==> config.mk <==
export PLATFORM = sky130hd
export DESIGN_NAME = if_stage
export DESIGN_NICKNAME = d
export VERILOG_FILES = /design/src/rtl/if_stage.sv
export SDC_FILE = /design/constraint.sdc
export NUM_CORES = 1
export LEC_CHECK = 0
export ABC_CLOCK_PERIOD_IN_PS = 3600
export CAP_MARGIN = 30
export CORE_MARGIN = 1
export CORE_UTILIZATION = 30
export CTS_CLUSTER_DIAMETER = 80
export DETAILED_ROUTE_END_ITERATION = 7
export HOLD_SLACK_MARGIN = 0.06
export PLACE_DENSITY_LB_ADDON = 0.08
export SYNTH_ARGS = -nofsm -noshare
export SYNTH_HDL_FRONTEND = slang
export SYNTH_SLANG_ARGS = --single-unit
==> constraint.sdc <==
create_clock -name clk -period 3.6 [get_ports clk]
set_input_delay 0.9 -clock clk [delete_from_list [all_inputs] [get_ports clk]]
set_output_delay 0.9 -clock clk [all_outputs]
set_load 0.02 [all_outputs]
==> src/rtl/if_stage.sv <==
// Instruction-fetch stage: PC, in-order credit-limited imem requests and an instruction FIFO to decode.
// Define IF_MISALIGN_TRAP_EN to add a sticky fetch_misaligned flag for unaligned redirect targets.
module if_stage #(
   parameter int              XLEN       = 32,
   parameter logic [XLEN-1:0] RESET_PC   = {XLEN{1'b0}},
   parameter int              FIFO_DEPTH = 2
) (
   input  logic            clk,
   input  logic            nreset,
   output logic            imem_req_valid,
   input  logic            imem_req_ready,
   output logic [XLEN-1:0] imem_req_addr,
   input  logic            imem_rsp_valid,
   input  logic [31:0]     imem_rsp_data,
   input  logic            redirect_valid,
   input  logic [XLEN-1:0] redirect_pc,
   output logic            inst_valid,
   input  logic            inst_ready,
   output logic [31:0]     inst,
   output logic [XLEN-1:0] inst_pc,
   output logic [6:0]      opcode,
   output logic [2:0]      funct3,
   output logic [6:0]      funct7
`ifdef IF_MISALIGN_TRAP_EN
   ,
   output logic            fetch_misaligned
`endif
);
   localparam int              PW   = $clog2(FIFO_DEPTH);
   localparam int              CW   = PW + 1;
   localparam logic [XLEN-1:0] FOUR = {{(XLEN-3){1'b0}}, 3'b100};

   logic [XLEN-1:0] pc_q, pc_d, rsp_pc_q, rsp_pc_d;
   logic [CW-1:0]   out_cnt_q, out_cnt_d, drop_cnt_q, drop_cnt_d, cnt_q, cnt_d;
   logic [PW-1:0]   wr_ptr_q, wr_ptr_d, rd_ptr_q, rd_ptr_d;
   logic [31:0]     data_q [FIFO_DEPTH];
   logic [XLEN-1:0] epc_q  [FIFO_DEPTH];
   logic            mis_q, mis_d;
   logic [CW:0]     credit_s;
   logic [XLEN-1:0] target_s;
   logic            req_valid_s, req_fire_s, head_valid_s, push_s, pop_s;

   // Credit check, handshake qualifiers and next state for PC, counters and FIFO pointers
   always_comb begin
      credit_s     = {1'b0, out_cnt_q} + {1'b0, cnt_q};
      target_s     = redirect_pc & {{(XLEN-2){1'b1}}, 2'b00};
      // outstanding already counts responses that will be dropped, so credit stays conservative
      req_valid_s  = nreset && (credit_s < (CW+1)'(FIFO_DEPTH)) && !redirect_valid && !mis_q;
      req_fire_s   = req_valid_s && imem_req_ready;
      head_valid_s = (cnt_q != {CW{1'b0}});
      pop_s        = head_valid_s && inst_ready && !redirect_valid;
      push_s       = imem_rsp_valid && !redirect_valid && (drop_cnt_q == {CW{1'b0}});

      pc_d       = pc_q;
      rsp_pc_d   = rsp_pc_q;
      drop_cnt_d = drop_cnt_q;
      cnt_d      = cnt_q;
      wr_ptr_d   = wr_ptr_q;
      rd_ptr_d   = rd_ptr_q;
      mis_d      = mis_q;
      out_cnt_d  = out_cnt_q + CW'(req_fire_s) - CW'(imem_rsp_valid);

      if (redirect_valid) begin
         pc_d       = target_s;
         rsp_pc_d   = target_s;
         cnt_d      = {CW{1'b0}};
         wr_ptr_d   = {PW{1'b0}};
         rd_ptr_d   = {PW{1'b0}};
         drop_cnt_d = out_cnt_q - CW'(imem_rsp_valid);
`ifdef IF_MISALIGN_TRAP_EN
         mis_d      = (redirect_pc[1:0] != 2'b00);
`else
         mis_d      = 1'b0;
`endif
      end else begin
         if (req_fire_s) begin
            pc_d = pc_q + FOUR;
         end else begin
            pc_d = pc_q;
         end
         if (imem_rsp_valid && (drop_cnt_q != {CW{1'b0}})) begin
            drop_cnt_d = drop_cnt_q - CW'(1'b1);
         end else begin
            drop_cnt_d = drop_cnt_q;
         end
         if (push_s) begin
            rsp_pc_d = rsp_pc_q + FOUR;
            wr_ptr_d = wr_ptr_q + PW'(1'b1);
         end else begin
            rsp_pc_d = rsp_pc_q;
            wr_ptr_d = wr_ptr_q;
         end
         if (pop_s) begin
            rd_ptr_d = rd_ptr_q + PW'(1'b1);
         end else begin
            rd_ptr_d = rd_ptr_q;
         end
         cnt_d = cnt_q + CW'(push_s) - CW'(pop_s);
      end
   end

   // State registers and FIFO storage
   always_ff @(posedge clk or negedge nreset) begin
      if (!nreset) begin
         pc_q       <= RESET_PC;
         rsp_pc_q   <= RESET_PC;
         out_cnt_q  <= {CW{1'b0}};
         drop_cnt_q <= {CW{1'b0}};
         cnt_q      <= {CW{1'b0}};
         wr_ptr_q   <= {PW{1'b0}};
         rd_ptr_q   <= {PW{1'b0}};
         mis_q      <= 1'b0;
         for (int i = 0; i < FIFO_DEPTH; i++) begin
            data_q[i] <= 32'h0000_0000;
            epc_q[i]  <= {XLEN{1'b0}};
         end
      end else begin
         pc_q       <= pc_d;
         rsp_pc_q   <= rsp_pc_d;
         out_cnt_q  <= out_cnt_d;
         drop_cnt_q <= drop_cnt_d;
         cnt_q      <= cnt_d;
         wr_ptr_q   <= wr_ptr_d;
         rd_ptr_q   <= rd_ptr_d;
         mis_q      <= mis_d;
         if (push_s) begin
            data_q[wr_ptr_q] <= imem_rsp_data;
            epc_q[wr_ptr_q]  <= rsp_pc_q;
         end
      end
   end

   // Head presentation to decode; fields read as zero whenever the FIFO is empty
   always_comb begin
      if (head_valid_s) begin
         inst    = data_q[rd_ptr_q];
         inst_pc = epc_q[rd_ptr_q];
      end else begin
         inst    = 32'h0000_0000;
         inst_pc = {XLEN{1'b0}};
      end
      inst_valid     = head_valid_s;
      opcode         = inst[6:0];
      funct3         = inst[14:12];
      funct7         = inst[31:25];
      imem_req_valid = req_valid_s;
      imem_req_addr  = pc_q;
   end

`ifdef IF_MISALIGN_TRAP_EN
   assign fetch_misaligned = mis_q;
`endif

endmodule

==> impl_metrics.yaml <==
floorplanning:
  die_height_microns: 182
  die_area_sq_mm: 0.0333
  io_pins: 185
  num_rows: 65
  die_x_microns: 182
  core_area_sq_mm: 0.0318
  start_util: 0.307
routing:
  wl_per_cell_microns: 18.7
  antenna_left: 0
  drt-total-wl_microns: 27700
  via_per_inst: 5.07
  remaining_drc_errors: 0
  drt_iter0_markers: 381
  vias: 7507
  dr.pass1.iters: 5
pwr:
  clkPwrFrac: 0.247
  switching_share: 0.331
  switching_power_mw: 2.67
  seqPwrFrac: 0.416
  p_per_area_mw_per_mm2: 638
  combPwrFrac: 0.337
  p_leak_nw: 5.00
  peakVddDrop_uv: 338
  internal_power_mw: 5.40
sta:
  slew_violations: 0
  finalHoldViolations: 0
  grt_setup_unrepaired: "false"
  skew_ns: 0.0153
  maxSlewHeadroom: 0.344
  fin_hold_ws_ns: 0.486
  layout_min_cycle_time_ns: 3.38
  worst_slew_pin_slew_ns: 0.975
  setup_viol: 0
  timing.final.crit_share: 0.940
  setup-tns-final_ns: 0
  fmax_mhz: 295
critical_path:
  critPathLaunchType: "flip-flop"
  crit_path_end_kind: "output port"
  arrival_ns: 2.48
  critPathKind: "flip-flop to output port"
  critPathMaxFanout: 3
  critical_path_required_ns: 2.70
yosys:
  syn_avg_cell_area_sq_um: 11.1
  seq_area_frac_synth: 0.492
  yosysWarnings: 0
  yosysUniqueCellTypes: 57
  synth_cells: 877
  synth_seq_cells: 192
  synth_edf_count: 0
  postSynth.asyncResetShare: 1.00
  syn_area_sq_mm: 0.00976
  ys.flop_type: "dfrtp_1"
cts:
  cts-root-buf: "clkbuf_16"
  htreeDepth: 4
  clk_path_buf_depth: 2
  clock_latency_ns: 0.44
  clk_pin_slew_ns: 0.08
  cts.sinks: 192
  cts_tree: "done"
  numCtsBuffers: 17
cells_and_area:
  fillers: 3155
  fin_nets: 1111
  syn_to_final_growth_pct: 29.6
  drive_gt1_frac: 0.193
  diodes: 0
global_route:
  grt_usage: 0.173
  antenna_found_initial: 0
  first_global_vias: 7508
  grt_max_degree: 114
  grt_pass1_wl_microns: 44000
  globalRouteOverflowTotal: 0
place:
  routabilityCongestion: 0.795
  dp_hpwl_microns: 19700
  port_buffers: 178
min_path:
  hold_path.class: "flip-flop to flip-flop"
job:
  maxCapViolCount: 0
run_status:
  status: "complete, no violations"
power by group through the flow:
stage | clock [mW] | combinational, mW | sequential (mW)
2_1_floorplan | 0 | 1.79 | 3.30
3_3_place_gp | 0 | 2.74 | 3.40
3_5_place_dp | 0 | 2.77 | 3.41
4_1_cts | 2.07 | 2.78 | 3.37
5_1_grt | 2.17 | 2.98 | 3.47
6_report | 1.99 | 2.72 | 3.36
critical path, stage by stage, from the launching register on:
cell and delay, ns:
dfrtp_1 0.43, and2_1 0.17, fa_1 0.47, or4b_4 0.57, inv_2 0.08, dlygate4sd2_1 0.33
kinds of logic (layout without fill, tap and decap cells):
kind of cell	count (synthesis)	after routing	synth area share
buffers and inverters	86	251	0.0443
flip-flops	192	192	0.492
other	1	4	0.000384
XOR/XNOR	21	21	0.0188
AND/OR/NAND/NOR	272	272	0.145
AO/OA/AOI/OAI	105	105	0.0748
adder cells (fa/ha/maj)	9	9	0.0123
multiplexers	191	191	0.212
state kept, by name (all words and copies together), names as in the netlist:
register,count
drop_cnt_q,2
imem_req_addr,30
epc_q,60
cnt_q,2
out_cnt_q,2
data_q,64
rsp_pc_q,30
wr_ptr_q,1
rd_ptr_q,1
path summary, 6_finish.rpt:
path	from	end	slack (ns)	depth (start not counted)
max in group asynchronous	nreset	epc_q[13]	1.96	3
setup reg to reg	cnt_q[0]	out_cnt_q[1]	0.71	11
hold / removal	epc_q[31]	epc_q[31]	0.49	2
hold reg to reg	epc_q[31]	epc_q[31]	0.49	2
min in group asynchronous	nreset	data_q[7]	0.51	2
setup / recovery	cnt_q[0]	imem_req_valid	0.22	5
placed cells by master, fill, tap and decap left out, drive strengths merged, types with 11 or more instances in the layout:
| cell | n |
|---|---|
| inv | 19 |
| mux2i | 65 |
| nor2 | 97 |
| nand4 | 24 |
| nand2 | 44 |
| clkbuf | 19 |
| a31oi | 23 |
| o21ai | 18 |
| clkdlybuf4s50 | 176 |
| xnor2 | 16 |
| or4 | 22 |
| nand3 | 30 |
| and4 | 11 |
| dfrtp | 192 |
| mux2 | 126 |
| buf | 26 |
| o31ai | 16 |
routing by layer:
metal	vias up	GRT usage	part of all wire
met3	20	0.0355	0.048
met4	0	0.0424	0.011
li1	3518	-	-
met5	-	0	0
met1	3762	0.235	0.48
met2	207	0.280	0.46
synth_stat cells, types with 2 or more instances:
library cell  number  area (sq um)
or4_1             21           158
nand4b_1           3          26.3
o41ai_1            2          17.5
buf_1              8          30.0
nand2b_1           2          12.5
clkbuf_1          29           109
xnor2_1           16           140
nor2_1            96           360
o211ai_1           8          60.1
or3_1              5          31.3
and3_1             6          37.5
a32oi_1            2          17.5
dfrtp_1          192          4800
a21oi_1            4          20.0
or2_2              2          12.5
mux2_2           126          1420
nor4_1             9          56.3
o31ai_1           16           120
a22oi_1            7          52.6
nand3_1           29           145
buf_2             10          50.1
buf_6              2          22.5
nor2b_1            2          12.5
a21o_1             2          15.0
a31oi_1           23           144
a211oi_1           5          37.5
o311ai_0          10          87.6
nor3_1             5          25.0
inv_2              2          7.51
buf_4             22           165
nand2_1           44           165
nand4_1           23           144
xor2_1             5          43.8
and2_1             6          37.5
a31o_2             2          17.5
inv_1             12          45.0
o21ai_0           18          90.1
and4_1            11          96.3
mux2i_1           65           651
ha_1               8           100
final cells by class:
class	instances	area, sq um	share of cell area
multi-input combinational	602	4560	0.361
tap	435	544	0.0430
clock buffer	18	439	0.0347
sequential	192	4810	0.380
timing repair buffer	204	2070	0.163
inverter	15	56.3	0.00445
clock inverter	14	175	0.0138
what timing repair did:
action                     CTS  global route
gates resized for setup      1             0
hold buffers                 0             0
buffers inserted             0             0
setup endpoints to repair    1             0
per-stage QoR:
stage	area [sq um]	setup slack, ns	utilization	cells	power [mW]
6_report	12700	0.215	0.398	1480	8.07
5_1_grt	12700	0.122	0.398	1480	8.61
4_1_cts	12700	0.182	0.398	1480	8.22
3_5_place_dp	12000	0.151	0.379	1448	6.19
3_3_place_gp	12000	0.150	0.379	1448	6.14
2_1_floorplan	9770	0.910	-	880	5.09
(Power assumes the default switching activity.)
